[src/rtl/reg_wb_scoreboard.sv]
// ---------------------------------------------------------------------------
// reg_wb_scoreboard
//
// Owns the single write port of the register file and the per-register busy
// scoreboard used to hold off instruction issue on RAW/WAW hazards.
//
// Two writeback requesters share the port under round-robin arbitration:
//   A : single-cycle ALU path
//   B : long-latency mult/div/load path
//
// Ports
//   clk, reset            clock, synchronous active-high reset
//   iss_valid/rs/rt/rd/wr issue request from decode
//   iss_ready             no hazard against the busy scoreboard
//   wa_valid/reg/data     requester A writeback, wa_ready = A granted
//   wb_valid/reg/data     requester B writeback, wb_ready = B granted
//   RegWrite/w_reg/w_data registered register-file write port
//   busy_map              scoreboard state (bit 0 always 0)
//   sb_err                sticky: writeback hit a register that was not busy
// ---------------------------------------------------------------------------
module reg_wb_scoreboard #(
    parameter int NREG = 32,
    parameter int AW   = 5,
    parameter int DW   = 32
) (
    input  logic            clk,
    input  logic            reset,

    input  logic            iss_valid,
    input  logic [AW-1:0]   iss_rs,
    input  logic [AW-1:0]   iss_rt,
    input  logic [AW-1:0]   iss_rd,
    input  logic            iss_wr,
    output logic            iss_ready,

    input  logic            wa_valid,
    input  logic [AW-1:0]   wa_reg,
    input  logic [DW-1:0]   wa_data,
    output logic            wa_ready,

    input  logic            wb_valid,
    input  logic [AW-1:0]   wb_reg,
    input  logic [DW-1:0]   wb_data,
    output logic            wb_ready,

    output logic            RegWrite,
    output logic [AW-1:0]   w_reg,
    output logic [DW-1:0]   w_data,
    output logic [NREG-1:0] busy_map,
    output logic            sb_err
);

    // Remembers which requester won most recently; the other one wins a tie.
    typedef enum logic {
        GRANT_A = 1'b0,
        GRANT_B = 1'b1
    } grant_e;

    grant_e          last_q, last_d;
    logic [NREG-1:0] busy_q, busy_d;
    logic            regwrite_q, regwrite_d;
    logic [AW-1:0]   w_reg_q, w_reg_d;
    logic [DW-1:0]   w_data_q, w_data_d;
    logic            sb_err_q, sb_err_d;

    logic            grant_a, grant_b;
    logic            win_valid;
    logic [AW-1:0]   win_reg;
    logic [DW-1:0]   win_data;
    logic            win_nz;
    logic            win_inflight;
    logic            issue_set;

    // ------------------------------------------------------------------
    // Hazard check: purely from registered busy bits, no bypass.
    // ------------------------------------------------------------------
    always_comb begin
        iss_ready = !(busy_q[iss_rs] | busy_q[iss_rt] | (iss_wr & busy_q[iss_rd]));
    end

    assign issue_set = iss_valid & iss_ready & iss_wr & (iss_rd != '0);

    // ------------------------------------------------------------------
    // Round-robin arbiter (next-state of last_q plus grant outputs)
    // ------------------------------------------------------------------
    always_comb begin
        grant_a = 1'b0;
        grant_b = 1'b0;
        last_d  = last_q;
        if (wa_valid && wb_valid) begin
            if (last_q == GRANT_B) begin
                grant_a = 1'b1;
            end else begin
                grant_b = 1'b1;
            end
        end else if (wa_valid) begin
            grant_a = 1'b1;
        end else if (wb_valid) begin
            grant_b = 1'b1;
        end
        if (grant_a) begin
            last_d = GRANT_A;
        end else if (grant_b) begin
            last_d = GRANT_B;
        end
    end

    assign wa_ready  = grant_a;
    assign wb_ready  = grant_b;
    assign win_valid = grant_a | grant_b;
    assign win_reg   = grant_a ? wa_reg  : wb_reg;
    assign win_data  = grant_a ? wa_data : wb_data;
    // Writes to r0 are accepted but dropped before the write stage.
    assign win_nz    = win_valid & (win_reg != '0);
    // A write for the same register already sitting in the write stage
    // still has its busy bit set, so it is not an orphan writeback.
    assign win_inflight = regwrite_q & (w_reg_q == win_reg);

    // ------------------------------------------------------------------
    // Write stage, scoreboard and error flag next-state
    // ------------------------------------------------------------------
    always_comb begin
        regwrite_d = win_nz;
        w_reg_d    = w_reg_q;
        w_data_d   = w_data_q;
        if (win_nz) begin
            w_reg_d  = win_reg;
            w_data_d = win_data;
        end

        sb_err_d = sb_err_q | (win_nz & ~busy_q[win_reg] & ~win_inflight);

        // Retire and issue may hit different registers on the same edge;
        // the same register cannot collide because issue stalls on busy[rd].
        busy_d = busy_q;
        if (regwrite_q) begin
            busy_d[w_reg_q] = 1'b0;
        end
        if (issue_set) begin
            busy_d[iss_rd] = 1'b1;
        end
        busy_d[0] = 1'b0;
    end

    always_ff @(posedge clk) begin
        if (reset) begin
            last_q     <= GRANT_B;
            busy_q     <= '0;
            regwrite_q <= 1'b0;
            w_reg_q    <= '0;
            w_data_q   <= '0;
            sb_err_q   <= 1'b0;
        end else begin
            last_q     <= last_d;
            busy_q     <= busy_d;
            regwrite_q <= regwrite_d;
            w_reg_q    <= w_reg_d;
            w_data_q   <= w_data_d;
            sb_err_q   <= sb_err_d;
        end
    end

    assign RegWrite = regwrite_q;
    assign w_reg    = w_reg_q;
    assign w_data   = w_data_q;
    assign busy_map = busy_q;
    assign sb_err   = sb_err_q;

endmodule

[config.mk]
export PLATFORM = sky130hd
export DESIGN_NAME = reg_wb_scoreboard
export DESIGN_NICKNAME = d
export VERILOG_FILES = /design/src/rtl/reg_wb_scoreboard.sv
export SDC_FILE = /design/constraint.sdc
export NUM_CORES = 1
export LEC_CHECK = 0
export ABC_CLOCK_PERIOD_IN_PS = 4600
export CORE_UTILIZATION = 45
export DETAILED_ROUTE_END_ITERATION = 8
export GPL_ROUTABILITY_DRIVEN = 0
export PLACE_DENSITY = 0.81
export SKIP_CTS_REPAIR_TIMING = 1
export SYNTH_ARGS = -nofsm -noshare
export SYNTH_HDL_FRONTEND = slang
export SYNTH_SLANG_ARGS = --single-unit
[constraint.sdc]
create_clock -name clk -period 4.6 [get_ports clk]
set_clock_uncertainty 0.1 [all_clocks]
set_input_delay 1.38 -clock clk [delete_from_list [all_inputs] [get_ports clk]]
set_output_delay 1.38 -clock clk [all_outputs]
set_load 0.1 [all_outputs]
After elaboration in Yosys (flattened, before gate mapping):

Index checks and enable logic that the tools add are counted.

* bits in writable memories: 0
* word-level logic and storage cells: 64
* flip-flop bits (word level): 72
* bits in read-only memories: 0
* input bits: 95
* bits in latches: 0
* memories kept: 0

* bitwise gates (word level): 17
* muxes and demuxes: 25
* shifts and indexed selects: 0
* equality and inequality tests: 1
* $mul: 0
* $lt $le $gt $ge: 7
* add/sub/neg operators: 0
* divide/modulo/power cells: 0
* reductions and logical operators: 7

Operator list (count)
* 2-to-1 mux 32 bit: 3
* AND 32 bit: 1
* NOT 32 bit: 1
* OR 32 bit: 1
* less-than comparator 5 x 6 -> 1 bit, second input constant: 5
* binary-select mux 1 bit (select 5 bit): 4
* 2-to-1 mux 1 bit: 15
* demux 1 bit (select 5 bit): 2
* >= comparator 5 x 1 -> 1 bit, second input constant: 2
* nonzero test 5 bit: 2
* AND 1 bit: 8
* == test 5 bit: 1
* 2-to-1 mux 5 bit: 1
* OR 1 bit: 4
* logical AND 1 bit: 3
* NOT 1 bit: 2
* nonzero test 2 bit: 1
* logical NOT 1 bit: 1

Depth between registers and ports, before layout:

Gate-level depths: netlist of the first run.

* depth after elaboration: 9
* mapped depth: 9
* depth with buffers taken out: 8

Least setup slack after synthesis of the first run:

No wires, ideal clock.

* path type: input to output
* from: in wb_valid
* to: out wb_ready
* stages: 1
* buffers on the path: 0
* arrival time: 3.569 ns
* data required time: 3.120 ns
* setup slack: -0.449 ns
* path through: a21boi_0

* cells in the longest elaborated chain, start to end: 3
* elaborated cells on any way between the ends: 4
* classes of those cells: mux (3); reduce/logical (1)

Ends and longest elaborated chain
* start: declaration: RTL line 41 `input logic wb_valid,`
* 2-to-1 mux 1 bit: RTL line 98 `end else if (wb_valid) begin`
* 2-to-1 mux 1 bit: RTL line 96 `end else if (wa_valid) begin`
* 2-to-1 mux 1 bit (*): RTL line 90 `if (wa_valid && wb_valid) begin`
* end: declaration: RTL line 44 `output logic wb_ready,`

Every way passes the cells marked *; elsewhere a longest branch is shown, timed or not.

Worst setup path after layout of the first run:

* from: in iss_rt[4]
* to: out iss_ready

* cells in the longest elaborated chain, start to end: 5

Ends and longest elaborated chain
* start: declaration: RTL line 31 `input logic [AW-1:0] iss_rt,`
* binary-select mux 1 bit (select 5 bit): RTL line 78 `iss_ready = !(busy_q[iss_rs] | busy_q[iss_rt] | (iss_wr & busy_q[iss_rd]));`
* 2-to-1 mux 1 bit (not written as such): RTL line 78
* OR 1 bit (2 in series): RTL line 78
* logical NOT 1 bit: RTL line 78
* end: declaration: RTL line 34 `output logic iss_ready,`

No other way between the ends. The select of a mux whose other input is x is not followed.

==> results of run 1 <==
[layout by cell type, fill, tap and decap left out, drive strengths merged, types with 13 or more instances in the layout]
cell type      instances
clkdlybuf4s50        155
nand2                103
dfxtp                 71
o21ai                 47
nor2                  43
buf                   40
a311oi                32
mux4                  23
nor2b                 23
nand3b                22
mux2i                 19
nand3                 13
[final cells by class]
type | instances | area (sq um)
Clock buffer | 11 | 141
Multi-Input combinational cell | 421 | 2910
Sequential cell | 71 | 1420
Fill cell | 801 | 2980
Clock inverter | 5 | 81.3
Inverter | 5 | 18.8
Tap cell | 133 | 166
Timing Repair Buffer | 201 | 2000
[metrics by stage]
stage / cell area [sq um] / utilization (%) / TNS (ns) / setup slack [ns]
after global routing: 6750 / 69.3 / -0.0323 / -0.0323
after detailed placement: 6440 / 66.2 / -0.385 / -0.385
after global placement: 6440 / 66.2 / -0.383 / -0.383
final: 6750 / 69.3 / 0 / 0.0380
after CTS: 6670 / 68.5 / -0.400 / -0.400
after floorplan: 4520 / - / -0.0786 / -0.0786
[cells by family (layout without fill, tap and decap cells)]
kind of cell | Yosys count | in the layout | synth area share (%)
AOI/OAI and AO/OA | 128 | 128 | 19.7
xor gates and xnor gates | 2 | 2 | 0.389
buffers and inverters | 47 | 222 | 4.36
DFF | 71 | 71 | 31.5
muxes | 49 | 49 | 17.5
other | 1 | 1 | 0.0832
and+or+nand+nor | 241 | 241 | 26.5
[path summary, 6_finish.rpt]
kind / cells after the start / from / endpoint / slack, ns
setup / recovery: 6 / iss_rt[4] / iss_ready / 0.04
setup reg to reg: 7 / last_q$_SDFFE_PP1P_ / sb_err$_SDFF_PP0_ / 1.88
hold / removal: 2 / w_data[22]$_SDFFE_PP0P_ / w_data[22]$_SDFFE_PP0P_ / 0.40
hold reg to reg: 2 / w_data[22]$_SDFFE_PP0P_ / w_data[22]$_SDFFE_PP0P_ / 0.40
[cells in the mapped netlist (all sizes together), types with 5 or more instances]
master  number
a211oi       7
a21oi       12
a311oi      32
buf         10
clkbuf      32
dfxtp       71
inv          5
mux2         7
mux2i       19
mux4        23
nand2      103
nand2b       5
nand3       13
nand3b      22
nor2        43
nor2b       23
nor3         5
nor3b        6
o21ai       47
[worst max-delay path: stages]
cell and delay [ns]:
clkdlybuf4s50_1 0.52, mux4_2 0.30, mux4_2 0.52, o211ai_4 0.13, nor2_4 0.06, buf_12 0.16
[report_power, final]
part / total (mW) / leakage (nW) / internal (mW) / switching [mW]
clock: 0.565 / 0.110 / 0.321 / 0.244
sequential: 0.683 / 0.583 / 0.649 / 0.0338
combinational: 0.657 / 1.83 / 0.224 / 0.433
total: 1.90 / 2.52 / 1.19 / 0.711
[per-layer routing]
layer	vias to the layer above	track usage (%)
met1	2347	40.2
met5	-	0
met2	367	47.5
met3	65	9.03
li1	2324	-
met4	0	15.3
==> flow_summary.json, run 1 <==
{
  "dr.pass1.iters": 5,
  "startpoint_type": "primary input",
  "hp-class": "reg -> reg",
  "antenna_left": 0,
  "antenna_cells": 0,
  "dp.cells": 827,
  "overflow": 0,
  "synth_cell_types": 53,
  "core_sq_um": 9730,
  "worst_slew_pin_slew_ns": 1.06,
  "syn_nets": 634,
  "grt_pass1_vias": 4718,
  "ys_ff_latch": 71,
  "viasPerCell": 6.02,
  "max_freq_mhz": 219,
  "crit_type": "in -> out",
  "numCtsBuffers": 9,
  "fin_hold_ws_ns": 0.398,
  "nets": 804,
  "cts_htree_levels": 3,
  "antenna_found_initial": 0,
  "die-width_um": 102,
  "ys_seq_area_share_pct": 31.5,
  "wl_met1_um": 6170,
  "period_share_pct": 99.2,
  "ios": 169,
  "grt_max_degree": 73,
  "top_layer": "met4",
  "rows": 36,
  "synth_top_cell_area_share_pct": 31.5,
  "largest_reg_flops": 32,
  "ys_warn_count": 0,
  "met2_length_um": 7280,
  "synth_edf_count": 0,
  "cts_sinks": 71,
  "ir_drop_uv": 203,
  "dpl.hpwl_um": 11600,
  "cts-root-buf": "clkbuf_8",
  "area_growth_pct": 49.6,
  "drive_gt1_share_pct": 14.3,
  "drv_cap": 0,
  "start_util_pct": 46.3,
  "total_power_mw": 1.90,
  "maxSlewHeadroom_pct": 29.4,
  "p_leak_nw": 2.52,
  "wl_met3_um": 2090,
  "portBuffers": 167,
  "yosys.area.top_type": "dfxtp_1",
  "num_vias": 5103,
  "fp.dieArea_sq_um": 10400,
  "cp.required_ns": 3.12,
  "synth_flop_cell": "dfxtp_1",
  "period_needed_ns": 4.56,
  "power.density_nw_per_um2": 282,
  "track_usage_pct": 31.1,
  "cts.path.max_buffers": 2,
  "cp_max_fo": 2,
  "worstSkewPairLatency_ns": 0.35,
  "routed_wl_um": 16300,
  "synthCells": 539,
  "fp.dieH_um": 102,
  "cts_tree": "yes",
  "synthTopCellsByArea": "dfxtp_1 32%, mux4_2 11%, nand2_1 8.5%",
  "clk_pin_slew_worst_paths_ns": 0.08,
  "async_flop_share_pct": 0,
  "wl_per_cell_um": 19.2,
  "synth_area_sq_um": 4510,
  "final_cells": 847,
  "drc": 0,
  "crit_path_end_kind": "primary output",
  "first_iter_violations": 388,
  "status": "completed",
  "setup_viol": 0,
  "postSynthAreaPerCell_sq_um": 8.37,
  "hold_viol": 0,
  "slew_violations": 0,
  "grt_pass1_wl_um": 24700,
  "arrival_ns": 3.08
}
Note: power is estimated with default switching activity, not from simulation.
==> run 2, diff against run 1 <==
--- a/config.mk
+++ b/config.mk
@@ -9,7 +9,7 @@
 export CORE_UTILIZATION = 45
 export DETAILED_ROUTE_END_ITERATION = 8
 export GPL_ROUTABILITY_DRIVEN = 0
-export PLACE_DENSITY = 0.81
+export PLACE_DENSITY_LB_ADDON = 0.3
 export SKIP_CTS_REPAIR_TIMING = 1
 export SYNTH_ARGS = -nofsm -noshare
 export SYNTH_HDL_FRONTEND = slang
==> run 2 against run 1 <==
  * Routed wire length shrank 4.6%
  * Via count fell by 1.8%
  * Cell area decreased by 0.83%
  * Die area unchanged
  * Sequential share of layout area rose by 0.18 points
  * Total power fell by 3.0%
  * Setup slack better by 0.025 ns
  * Critical endpoint unchanged
  * Largest power group unchanged
  * Highest routed layer unchanged
==> flow_summary.json, run 2 (synthesized netlist as in run 1, its figures left out) <==
{
  "hold_path_depth": 2,
  "startpoint_type": "primary input",
  "routed_wl_um": 15500,
  "crit_path_end_kind": "primary output",
  "period_needed_ns": 4.54,
  "cts_htree_levels": 3,
  "num_vias": 5009,
  "antenna_found_initial": 0,
  "top_layer": "met4",
  "wl_per_cell_um": 18.4,
  "start_util_pct": 46.3,
  "period_share_pct": 98.6,
  "drive_gt1_share_pct": 14.4,
  "ir_drop_uv": 259,
  "layout_commonest_cell": "clkdlybuf4s50_1",
  "setup_viol": 0,
  "rsz0062_at_grt": "false",
  "antenna_cells": 0,
  "reg2reg_from": "last_q$_SDFFE_PP1P_",
  "dr.pass1.iters": 6,
  "die-width_um": 102,
  "area_growth_pct": 48.3,
  "ios": 169,
  "largest_reg_flops": 32,
  "core_sq_um": 9730,
  "cts_tree": "yes",
  "p_leak_nw": 2.49,
  "num-fill-cells": 793,
  "arrival_ns": 3.06,
  "crit_slowest_cell": "clkdlybuf4s50_1",
  "cp_max_fo": 6,
  "drc": 0,
  "max_freq_mhz": 220,
  "cts.path.max_buffers": 2,
  "numCtsBuffers": 9,
  "cp.required_ns": 3.12,
  "overflow": 0,
  "worst_slew_pin_slew_ns": 1.01,
  "wl_met3_um": 1920,
  "worst_path_largest_cell_delay_ns": 0.58,
  "portBuffers": 167,
  "whs_endpoint": "w_data[30]$_SDFFE_PP0P_",
  "worstSkewPairLatency_ns": 0.34,
  "cts_sinks": 71,
  "fp.dieH_um": 102,
  "maxSlewHeadroom_pct": 32.4,
  "path_cells": "clkdlybuf4s50_1 > and3b_1 > a22oi_1 > nand4_1 > o21a_1 > nor2_4 > buf_12",
  "reg2reg_depth": 7,
  "nets": 800,
  "clk_pin_slew_worst_paths_ns": 0.07,
  "power.density_nw_per_um2": 276,
  "fin_util_pct": 68.8,
  "drv_cap": 0,
  "met2_length_um": 6980,
  "status": "completed",
  "hp-class": "reg -> reg",
  "rrSetupSlack_ns": 1.89,
  "setup_ws_ns": 0.0628,
  "hold_viol": 0,
  "rows": 36,
  "first_iter_violations": 400,
  "grt_pass1_vias": 4615,
  "crit_type": "in -> out",
  "place_ws_ns": -0.411,
  "fp.dieArea_sq_um": 10400,
  "worstPathBufferInverterCount": 2,
  "wl_met1_um": 6110,
  "grt_pass1_wl_um": 24100,
  "slew_violations": 0,
  "hp-start": "w_data[30]$_SDFFE_PP0P_",
  "track_usage_pct": 30.1,
  "cts-root-buf": "clkbuf_8",
  "crit_family": "buffers and inverters",
  "r2r-end": "sb_err$_SDFF_PP0_",
  "antenna_left": 0,
  "final_cell_mix": "154 x clkdlybuf4s50_1, 101 x nand2_1, 71 x dfxtp_1",
  "grt_max_degree": 73,
  "dpl.hpwl_um": 11400,
  "viasPerCell": 5.94
}
-- run 2: power breakdown --
group | total [mW] | switching (mW) | internal (mW) | leakage (nW)
registers | 0.684 | 0.0345 | 0.649 | 0.583
logic | 0.649 | 0.428 | 0.221 | 1.80
clock network | 0.515 | 0.235 | 0.279 | 0.105
-- run 2: layout make-up --
class	count	area, sq um	share of cell area (%)
sequential	71	1420	21.2
clock buffer	11	151	2.26
timing repair buffer	197	1960	29.3
tap	133	166	2.49
multi-input combinational	421	2920	43.6
inverter	5	18.8	0.281
clock inverter	5	56.3	0.842
-- run 2: worst max path at each step --
| stage | from | endpoint | slack (ns) | cells past startpoint |
|---|---|---|---|---|
| 2_1_floorplan | iss_rs[1] | iss_ready | -0.08 | 6 |
| 3_3_place_gp | iss_rs[1] | iss_ready | -0.39 | 8 |
| 3_5_place_dp | iss_rs[1] | iss_ready | -0.41 | 8 |
| 4_1_cts | iss_rs[1] | iss_ready | -0.41 | 8 |
| 5_1_grt | iss_rd[3] | iss_ready | 0.01 | 7 |
| 6_report | iss_rd[4] | iss_ready | 0.06 | 7 |
-- run 2: per-layer routing --
metal  track usage, %  up-vias
met3             8.55       48
met4             13.0        0
met2             46.3      351
met5                0        -
li1                 -     2323
met1             39.7     2287
-- run 2: stage by stage --
stage | cell area, sq um | hold WS (ns) | power, mW | setup TNS, ns | cells
2_1_floorplan | 4520 | 0.359 | 1.12 | -0.0786 | 539
3_3_place_gp | 6430 | 0.380 | 1.33 | -0.387 | 825
3_5_place_dp | 6430 | 0.389 | 1.34 | -0.411 | 825
4_1_cts | 6630 | 0.399 | 1.85 | -0.412 | 841
5_1_grt | 6690 | 0.422 | 1.92 | 0 | 843
6_report | 6690 | 0.396 | 1.85 | 0 | 843
-- run 2: worst reg2reg max path: stages, from the launching register on --
cell and delay, ns:
dfxtp_1 0.33, nand2b_4 0.17, a21boi_0 0.36, or2_2 0.37
mux2_2 0.38, o311ai_0 0.39, nor4_1 0.11, o41ai_1 0.38
==> run 3, diff against run 2 <==
--- a/config.mk
+++ b/config.mk
@@ -6,6 +6,8 @@
 export NUM_CORES = 1
 export LEC_CHECK = 0
 export ABC_CLOCK_PERIOD_IN_PS = 4600
+export CAP_MARGIN = 20
+export CORE_MARGIN = 1
 export CORE_UTILIZATION = 45
 export DETAILED_ROUTE_END_ITERATION = 8
 export GPL_ROUTABILITY_DRIVEN = 0
@@ -14,3 +16,4 @@
 export SYNTH_ARGS = -nofsm -noshare
 export SYNTH_HDL_FRONTEND = slang
 export SYNTH_SLANG_ARGS = --single-unit
+export TNS_END_PERCENT = 5
==> run 3 against run 2 <==
  * Non-clock buffer count rose by 3
  * Clock power fell by 2%
  * Setup slack got worse by 0.039 ns
  * Via count fell by 0.24%
  * Routed wire length fell by 0.33%
  * First-iteration DRC count fell by 8.0%
  * Cell count rose by 0.24%
  * Fmax fell by 0.84%
  * Largest cell class unchanged
  * Highest routed layer unchanged
==> flow_summary.json, run 3 (synthesized netlist as in run 1, its figures left out) <==
{
  "arrival_ns": 3.10,
  "grt_pass1_wl_um": 23400,
  "finalInstanceArea_sq_um": 6710,
  "fp.dieArea_sq_um": 10400,
  "grt_pass1_vias": 4584,
  "crit_path_end_kind": "primary output",
  "hp-class": "reg -> reg",
  "final_cell_mix": "152 x clkdlybuf4s50_1, 101 x nand2_1, 71 x dfxtp_1",
  "core_sq_um": 9730,
  "power.density_nw_per_um2": 274,
  "routed_wl_um": 15500,
  "critPathMostFrequentCell": "mux4_2",
  "p_leak_nw": 2.53,
  "wl_per_cell_um": 18.3,
  "worst_slew_pin_slew_ns": 1.04,
  "drc": 0,
  "fp.dieH_um": 102,
  "cts_htree_levels": 3,
  "track_usage_pct": 29.5,
  "num-fill-cells": 796,
  "nets": 803,
  "cts-root-buf": "clkbuf_8",
  "cts.path.max_buffers": 2,
  "rows": 36,
  "num_vias": 4997,
  "ios": 169,
  "hold_viol": 0,
  "viasPerCell": 5.91,
  "cts_tree": "yes",
  "maxSlewHeadroom_pct": 30.2,
  "crit_family": "multiplexers",
  "overflow": 0,
  "grt_max_degree": 40,
  "worst_path_largest_cell_delay_ns": 0.52,
  "cp_max_fo": 2,
  "slew_violations": 0,
  "period_needed_ns": 4.58,
  "rsz0062_at_grt": "true",
  "start_util_pct": 46.3,
  "layout_commonest_cell": "clkdlybuf4s50_1",
  "antenna_left": 0,
  "tns_ns": 0,
  "worstSkewPairLatency_ns": 0.35,
  "portBuffers": 167,
  "antenna_cells": 0,
  "numCtsBuffers": 9,
  "crit_type": "in -> out",
  "drive_gt1_share_pct": 14.2,
  "antenna_found_initial": 0,
  "startpoint_type": "primary input",
  "path_cells": "clkdlybuf4s50_1 > mux4_2 > mux4_2 > o211ai_4 > nor2_4 > buf_12",
  "drv_cap": 0,
  "clk_pin_slew_worst_paths_ns": 0.07,
  "area_growth_pct": 48.8,
  "ir_drop_uv": 235,
  "die-width_um": 102,
  "largest_reg_flops": 32,
  "dr.pass1.iters": 5,
  "first_iter_violations": 368,
  "cp.required_ns": 3.12,
  "status": "completed",
  "worstPathBufferInverterCount": 2,
  "period_share_pct": 99.5,
  "crit_slowest_cell": "clkdlybuf4s50_1",
  "cts_sinks": 71,
  "setup_viol": 0,
  "dpl.hpwl_um": 11400,
  "max_freq_mhz": 219,
  "placed_cell_area_sq_um": 6440
}
run 3: worst paths after layout:
| check | startpoint | to | slack [ns] | depth (start not counted) |
|---|---|---|---|---|
| setup reg to reg | busy_map[3]$_SDFF_PP0_ | busy_map[1]$_SDFF_PP0_ | 2.01 | 8 |
| hold / removal | w_data[12]$_SDFFE_PP0P_ | w_data[12]$_SDFFE_PP0P_ | 0.40 | 2 |
| setup / recovery | iss_rt[4] | iss_ready | 0.02 | 6 |
| hold reg to reg | w_data[12]$_SDFFE_PP0P_ | w_data[12]$_SDFFE_PP0P_ | 0.40 | 2 |
run 3: final cells by class:
| type | instances | area (sq um) | share of cell area, % |
|---|---|---|---|
| repair buffers | 200 | 1990 | 29.7 |
| flip-flops and latches | 71 | 1420 | 21.2 |
| multi-input cells | 421 | 2920 | 43.4 |
| clock buffers | 12 | 155 | 2.31 |
| clock inverters | 3 | 42.5 | 0.634 |
| inverters | 5 | 18.8 | 0.280 |
| well taps | 133 | 166 | 2.48 |
run 3: worst min-delay path, cell delays in order, from the launching register on:
cell	delay, ns
dfxtp_1	0.31
nor2_1	0.09
a311oi_1	0.05
run 3: metal layers:
metal  vias to the layer above  part of all wire, %  global-route usage [%]
met3                        52                   12                    9.17
met4                         0                  4.1                    15.3
met5                         -                    0                       0
met2                       318                   46                    46.5
met1                      2305                   38                    36.4
li1                       2322                    -                       -
run 3: through the flow:
stage,util [%],cells,setup slack [ns],power [mW],hold WS (ns)
floorplan,-,539,-0.101,1.12,0.359
global placement,66.2,826,-0.382,1.33,0.375
global route,69.0,845,-0.0195,1.91,0.416
finish,69.0,845,0.0242,1.84,0.396
detailed placement,66.2,826,-0.451,1.34,0.373
CTS,68.2,841,-0.466,1.84,0.400
run 3: report_power, final:
part	switching (mW)	total, mW	internal (mW)
Sequential	0.0336	0.683	0.649
Clock	0.229	0.506	0.276
Combinational	0.426	0.648	0.222
Total	0.689	1.84	1.15
